<file path="src/rtl/video_palout_pkg.sv">
// Shared constants for the palette output stage: CRAM geometry, colour field
// positions and the strobe-to-RGB latency.
package video_palout_pkg;

    localparam int CRAM_AW = 8;
    localparam int CRAM_DW = 16;
    localparam int PAL_LAT = 2;
    localparam int COMP_W  = 5;

    localparam int R_LSB = 10;
    localparam int G_LSB = 5;
    localparam int B_LSB = 0;

    function automatic logic [COMP_W-1:0] cram_comp(input logic [CRAM_DW-1:0] d,
                                                    input int lsb);
        return d[lsb +: COMP_W];
    endfunction

endpackage

</file>
<file path="src/rtl/video_palout_cram.sv">
// 256x16 colour RAM: one write port and one enabled synchronous read port on
// the same clock. A same-address read and write returns the old contents.
module video_palout_cram
    import video_palout_pkg::*;
(
    input  logic               clk,
    input  logic               i_we,
    input  logic [CRAM_AW-1:0] i_waddr,
    input  logic [CRAM_DW-1:0] i_wdata,
    input  logic               i_re,
    input  logic [CRAM_AW-1:0] i_raddr,
    output logic [CRAM_DW-1:0] o_rdata
);

    logic [CRAM_DW-1:0] r_mem [0:(1<<CRAM_AW)-1];

    // Both accesses in one block with non-blocking updates gives read-before-write.
    always_ff @(posedge clk) begin
        if (i_we) begin
            r_mem[i_waddr] <= i_wdata;
        end
        if (i_re) begin
            o_rdata <= r_mem[i_raddr];
        end
    end

endmodule

</file>
<file path="src/rtl/video_palout.sv">
// Palette output stage: turns the render-stage pixel plex (lo-res index or two
// hi-res nibbles) into registered RGB through the CRAM, with blanking.
module video_palout
    import video_palout_pkg::*;
#(
    parameter int CW      = 5,
    parameter int BLK_RGB = 0
) (
    input  logic                clk,
    input  logic                rst_n,
    input  logic                c3,
    input  logic                c1,
    input  logic                hires,
    input  logic [3:0]          hpalsel,
    input  logic [7:0]          vplex_in,
    input  logic                blank_in,
    input  logic                cram_we,
    input  logic [CRAM_AW-1:0]  cram_addr,
    input  logic [CRAM_DW-1:0]  cram_data,
    output logic [CW-1:0]       vred,
    output logic [CW-1:0]       vgrn,
    output logic [CW-1:0]       vblu,
    output logic                vblank
);

    localparam logic [CW-1:0] BLK = CW'(BLK_RGB);

    logic [7:0]          r_plex;
    logic                r_mode;
    logic [3:0]          r_hpal;
    logic                r_blank;
    logic [CRAM_AW-1:0]  r_idx;
    logic                r_rd_en;
    logic                r_blank_s1;
    logic                w_c1;
    logic [CRAM_DW-1:0]  w_rdata;
    logic [COMP_W-1:0]   w_r;
    logic [COMP_W-1:0]   w_g;
    logic [COMP_W-1:0]   w_b;

    // c1 only matters for the second half of a hi-res pixel, and loses to c3.
    assign w_c1 = c1 && !c3 && r_mode;

    // Stage 0: capture the plex and pick the palette index on each strobe.
    always_ff @(posedge clk or negedge rst_n) begin
        if (!rst_n) begin
            r_plex  <= '0;
            r_mode  <= 1'b0;
            r_hpal  <= '0;
            r_blank <= 1'b1;
            r_idx   <= '0;
            r_rd_en <= 1'b0;
        end else begin
            r_rd_en <= c3 || w_c1;
            if (c3) begin
                r_plex  <= vplex_in;
                r_mode  <= hires;
                r_hpal  <= hpalsel;
                r_blank <= blank_in;
                r_idx   <= hires ? {hpalsel, vplex_in[7:4]} : vplex_in;
            end else if (w_c1) begin
                r_idx   <= {r_hpal, r_plex[3:0]};
            end
        end
    end

    // Stage 1: the read is enabled only after a strobe so the pixel is held
    // between strobes even if the CPU rewrites its entry.
    video_palout_cram u_cram (
        .clk     (clk),
        .i_we    (cram_we),
        .i_waddr (cram_addr),
        .i_wdata (cram_data),
        .i_re    (r_rd_en),
        .i_raddr (r_idx),
        .o_rdata (w_rdata)
    );

    assign w_r = cram_comp(w_rdata, R_LSB);
    assign w_g = cram_comp(w_rdata, G_LSB);
    assign w_b = cram_comp(w_rdata, B_LSB);

    // Stage 2: blank travels alongside the read data, then muxes the outputs.
    always_ff @(posedge clk or negedge rst_n) begin
        if (!rst_n) begin
            r_blank_s1 <= 1'b1;
            vblank     <= 1'b1;
            vred       <= BLK;
            vgrn       <= BLK;
            vblu       <= BLK;
        end else begin
            r_blank_s1 <= r_blank;
            vblank     <= r_blank_s1;
            vred       <= r_blank_s1 ? BLK : w_r[COMP_W-1 -: CW];
            vgrn       <= r_blank_s1 ? BLK : w_g[COMP_W-1 -: CW];
            vblu       <= r_blank_s1 ? BLK : w_b[COMP_W-1 -: CW];
        end
    end

endmodule

</file>
<file path="config.mk">
export PLATFORM = sky130hd
export DESIGN_NAME = video_palout
export DESIGN_NICKNAME = d
export VERILOG_FILES = /design/src/rtl/video_palout_pkg.sv /design/src/rtl/video_palout_cram.sv /design/src/rtl/video_palout.sv
export SDC_FILE = /design/constraint.sdc
export NUM_CORES = 2
export LEC_CHECK = 0
export CORE_UTILIZATION = 53
export CTS_CLUSTER_DIAMETER = 150
export DETAILED_ROUTE_END_ITERATION = 8
export GPL_TIMING_DRIVEN = 0
export PLACE_DENSITY = 0.68
export SETUP_SLACK_MARGIN = 0.3
export SLEW_MARGIN = 0
export SYNTH_ARGS = -nofsm -noshare
export SYNTH_HDL_FRONTEND = slang
export SYNTH_SLANG_ARGS = --single-unit
export TNS_END_PERCENT = 20
</file>
<file path="constraint.sdc">
create_clock -name clk -period 3.2 [get_ports clk]
set_input_delay 0.96 -clock clk [delete_from_list [all_inputs] [get_ports clk]]
set_output_delay 0.96 -clock clk [all_outputs]
set_load 0.05 [all_outputs]
</file>
-- Yosys cells after proc, flatten, opt, wreduce, memory -nomap -nowiden
Memory sizes are Yosys's and may differ from the RTL's. A register that Yosys moved wholly into a read port is not among the register bits.
Index checks and enable logic that the tools add are counted.
Widths: inputs -> output; s select.
- reductions and logical operators: 5
- muxes and demuxes: 8
- operators by type and width (operator ; count):
    $mux 8 ; 3
    $mux 5 ; 3
    $logic_and 1x1->1 ; 2
    $mux 1 ; 2
    $reduce_bool 2->1 ; 1
    $logic_not 1->1 ; 1
    $logic_or 1x1->1 ; 1
- input port bits: 43
- memories: 1
- register bits: 36
- bits in writable memories: 4096
- logic and storage cells: 25
- memory list (name ; depth ; bits a word ; rd ports ; clocked after memory_dff ; write ports ; line ; source):
    u_cram.r_mem ; 256 ; 16 ; 1 ; 1 ; 1 ; video_palout_cram.sv:15 ; logic [CRAM_DW-1:0] r_mem [0:(1<<CRAM_AW)-1];

-- Logic depth before layout (Yosys ltp)
- depth in word-level cells: 5
- mapped depth: 12
- mapped depth without buffers: 6

-- Cells and area by module
Synthesis repeated with hierarchy kept, for this count alone.
- cells, all modules: 7461
- area total of the unflattened synthesis: 160306.2 um2
- modules (own cells, without submodules) (module ; area an instance (um2) ; seq. area each (um2) ; instances ; cells each):
    video_palout_cram ; 158874.9 ; 123478.4 ; 1 ; 7360
    video_palout ; 1431.4 ; 904.6 ; 1 ; 101

-- Worst setup path after synthesis
OpenSTA, ideal clock, no wires.
- path kind: input -> register
- start point: in cram_addr[3]
- end point: mem u_cram.r_mem[235][0] (enable)
- slack: 118 ps
- library setup time: 386 ps
- arrival time: 2695 ps
- data required time: 2814 ps
- stages: 6
- path through: clkbuf_1 nor2b_1 clkbuf_1 nand4_1 clkbuf_1 nor2_1
- RTL lines (what ; line ; source):
    from (decl) ; video_palout.sv:18 ; input logic [CRAM_AW-1:0] cram_addr,
    to (decl) ; video_palout_cram.sv:15 ;
No word-level cell before the write port.

==> summary.txt <==
Clock tree
  • H-tree levels: 5
  • Root buf cell: clkbuf_16
  • CTS Buf Count: about 390
  • Clk sinks: around 3900
  • Worst skew pair latency: 0.98 ns
  • CTS tree: built
  • Clock Tree Buf Depth: 4
  • Worst-path clk slew: ~0.060 ns

Setup path
  • Reg2reg end: u_cram.o_rdata[10]
  • Critical Path Fanout Max: 10
  • Worst R2R Path Depth: 7
  • Endpoint class of the critical path: flop
  • Worst Path Required: a little under 4 ns
  • Crit Path Category: reg -> reg
  • Nature of the critical path startpoint: flop
  • Arr. time, crit path: between 4 and 5 ns
  • Reg2reg setup slack: -0.53 ns
  • Worst R2R Start: r_idx[4]

STA
  • Max Freq: approximately 270 MHz
  • Min Clock Period, post-route: roughly 3.7 ns
  • Max Slew Vio Count: 0
  • Final hold viol count: 0
  • Max_slew headroom: 0.260
  • RSZ-0062 raised after global routing: true
  • Final Skew: around 0.07 ns
  • Worst slew pin tran: between 1 and 1.5 ns
  • Setup violators final: 15
  • Post-layout worst setup margin: -0.528 ns
  • Final period util: 1.17

Final layout
  • Final non-filler cell total: 11800
  • Nets: about 7800
  • Final Cell Area: about 180000 µm²
  • Area Overhead vs Synth: 20.0%
  • Layout cells sized above 1: 0.352

Floorplan
  • Die Ht: 533 µm
  • # IOs: between 50 and 60
  • DIE AREA: about 280000 µm²
  • Initial Utilization: 0.534
  • Placeable Area: roughly 280000 µm²
  • Site Rows: ~190
  • Die Wd: approximately 530 µm

Placed design
  • Placed Instance Area: 160000 µm²
  • Inst Count DP: approximately 11000
  • Post-DP HPWL: 325 mm
  • Port bufs: 50
  • GPL Wtd Cong: 1.00

Outcome
  • Failing checks: setup timing
  • Status: finished, violations left

Synthesis
  • Net count after synthesis: 6888
  • Post-Synthesis Cells: 6845
  • Post-synth EDFFs: 3855
  • Most common flop cell mapped by yosys: edfxtp_1
  • Post-synth cell types: 54
  • Asr flop ratio synth: 0.00925
  • Yosys warnings: 0
  • Seq/Total Area, Yosys: 0.781
  • Post-synthesis register bit count: roughly 4000
  • Avg Inst Size Synth: approximately 22 µm²
  • Syn Std Cell Area: 149000 µm²

Global routing
  • Overall routing resource usage: 0.341
  • Gr ovfl total: 0
  • Largest net degree at the start of global routing: 161
  • Vias in the first global route: 78100
  • First-pass GRT wire length: 651 mm
  • Initial antenna violation count: 26

Routing
  • Post-route antenna net violation count: 0
  • Drt drc: 0
  • Via/cell ratio: slightly below 7
  • DR iter-0 viols: approximately 14000
  • WL per Instance: 41.5 µm
  • DR pass1 iterations: 9
  • Routed vias: 82000
  • Final wirelength: between 400 and 500 mm

Power and ir drop
  • IR drop worst, VDD: about 480 µV
  • P per Cell Area: between 600 and 700 nW/µm²
  • P_leak: ~57 nW

Min path
  • Hold depth: 1
  • HP Start: cram_data[9]
  • Hold path endpoint: u_cram.r_mem[223][9]
  • Hold/Removal Path Class: in -> reg

Flow run
  • Max-Cap Viols: 0
-- flip-flops by register name, summed over array words and instances, names as in the netlist --
signal          cells
r_blank             1
r_blank_s1          1
r_hpal              4
r_idx               8
r_mode              1
r_plex              4
r_rd_en             1
u_cram.o_rdata     15
u_cram.r_mem     3840
vblank              1
vblu                5
vgrn                5
vred                5
-- metrics by stage --
stage | setup slack [ns] | total power, mW | hold WS [ns] | utilization | setup TNS [ns]
after floorplan | 0.118 | 65.0 | 0.352 | - | 0
after global placement | -7.22 | 72.9 | 0.355 | 0.552 | -
after global routing | -0.323 | 122 | 0.371 | 0.640 | -4.09
final | -0.528 | 120 | 0.338 | 0.640 | -5.91
after detailed placement | -2.97 | 72.8 | 0.358 | 0.570 | -3430.56
after CTS | -0.348 | 118 | 0.316 | 0.630 | -4.83
-- worst max-delay path: stages, from the launching register on --
cell      delay, ns
dfrtp_4        0.59
buf_6          0.31
buf_6          0.31
clkbuf_4       0.55
clkbuf_4       0.45
a21oi_1        0.24
nor4_4         0.76
nor4_4         0.14
-- Yosys cell counts, types with 33 or more instances --
| master | count | area share |
|---|---|---|
| nand2_1 | 104 | 0.0026 |
| clkbuf_1 | 167 | 0.0042 |
| nand3_1 | 44 | 0.0015 |
| nor2_1 | 304 | 0.0076 |
| nor2b_1 | 34 | 0.0014 |
| edfxtp_1 | 3855 | 0.78 |
| a21oi_1 | 145 | 0.0049 |
| buf_2 | 104 | 0.0035 |
| dfrtp_1 | 33 | 0.0055 |
| mux2i_1 | 329 | 0.022 |
| nor3_1 | 70 | 0.0023 |
| o21ai_0 | 64 | 0.0021 |
| buf_4 | 62 | 0.0031 |
| o221ai_1 | 74 | 0.0043 |
| a22oi_1 | 217 | 0.011 |
| o22ai_1 | 63 | 0.0026 |
| mux4_2 | 832 | 0.13 |
-- worst max-delay path by stage --
| stage | from | to | slack, ns | cells after the start |
|---|---|---|---|---|
| 4_1_cts | r_idx[0] | u_cram.o_rdata[10] | -0.35 | 9 |
| 2_1_floorplan | cram_addr[3] | u_cram.r_mem[235][0] | 0.12 | 6 |
| 6_report | r_idx[4] | u_cram.o_rdata[10] | -0.53 | 7 |
| 5_1_grt | r_idx[0] | u_cram.o_rdata[10] | -0.32 | 11 |
| 3_3_place_gp | cram_data[6] | u_cram.r_mem[142][6] | -7.22 | 1 |
| 3_5_place_dp | r_idx[4] | u_cram.o_rdata[13] | -2.97 | 7 |
-- where the power goes --
part / switching (mW) / internal, mW / leakage (nW) / total (mW)
combinational: 12.1 / 6.71 / 15.7 / 18.8
sequential: 0.118 / 56.3 / 35.1 / 56.4
clock: 19.8 / 24.9 / 6.00 / 44.7
-- cells in the final DEF (no fill, tap or decap), types with 31 or more instances in the layout --
master        n
mux2i_1     323
clkbuf_4     54
nor2_4       86
mux4_2      832
a22oi_1     191
clkinv_2     77
nor3_4       44
nor2_2      178
clkbuf_1    110
a21oi_1     110
buf_8       197
nor2_1       40
nand2_1      94
buf_4       221
o21ai_0      49
o221ai_2     35
buf_12      105
buf_16       99
clkinv_1     96
edfxtp_1   3855
clkbuf_2     70
buf_6        72
clkbuf_16   394
buf_2        31
o221ai_1     36
o22ai_1      40
-- cells by family after synthesis --
| kind of cell | count (synthesis) | synth area share |
|---|---|---|
| compound gates | 703 | 0.0325 |
| buf+inv | 420 | 0.0173 |
| flops | 3891 | 0.781 |
| mux | 1189 | 0.150 |
| simple gates | 642 | 0.0193 |
-- area by class of cell --
type                    count  area [µm²]
fillers                 17900      101000
well taps                3724        4660
clock inverters           244        2310
inverters                   3        12.5
clock buffers             463       10000
flip-flops and latches   3891      117000
repair buffers            519        7430
diodes                     17        42.5
plain buffers             415        4460
multi-input cells        2534       33600
-- timing repair --
| action | in CTS | in global routing |
|---|---|---|
| endpoints found under the setup margin | 2713 | 1606 |
| buffers inserted | 103 | 113 |
| pin swaps | 88 | 93 |
| gates resized for setup | 790 | 398 |
| gates cloned | 1 | 6 |
| hold buffers | 1 | 0 |
| endpoints found under the hold margin | 13 | 0 |
-- routing by layer --
metal / part of all wire / wire (µm) / vias up / GRT usage
li1: - / - / 30800 / -
met1: 0.33 / 163000 / 42700 / 0.444
met2: 0.43 / 212000 / 7053 / 0.487
met3: 0.16 / 77900 / 1388 / 0.131
met4: 0.075 / 36800 / 8 / 0.205
met5: 0.00015 / 72 / - / 0.000843
Power figures use the tool's default switching activity.
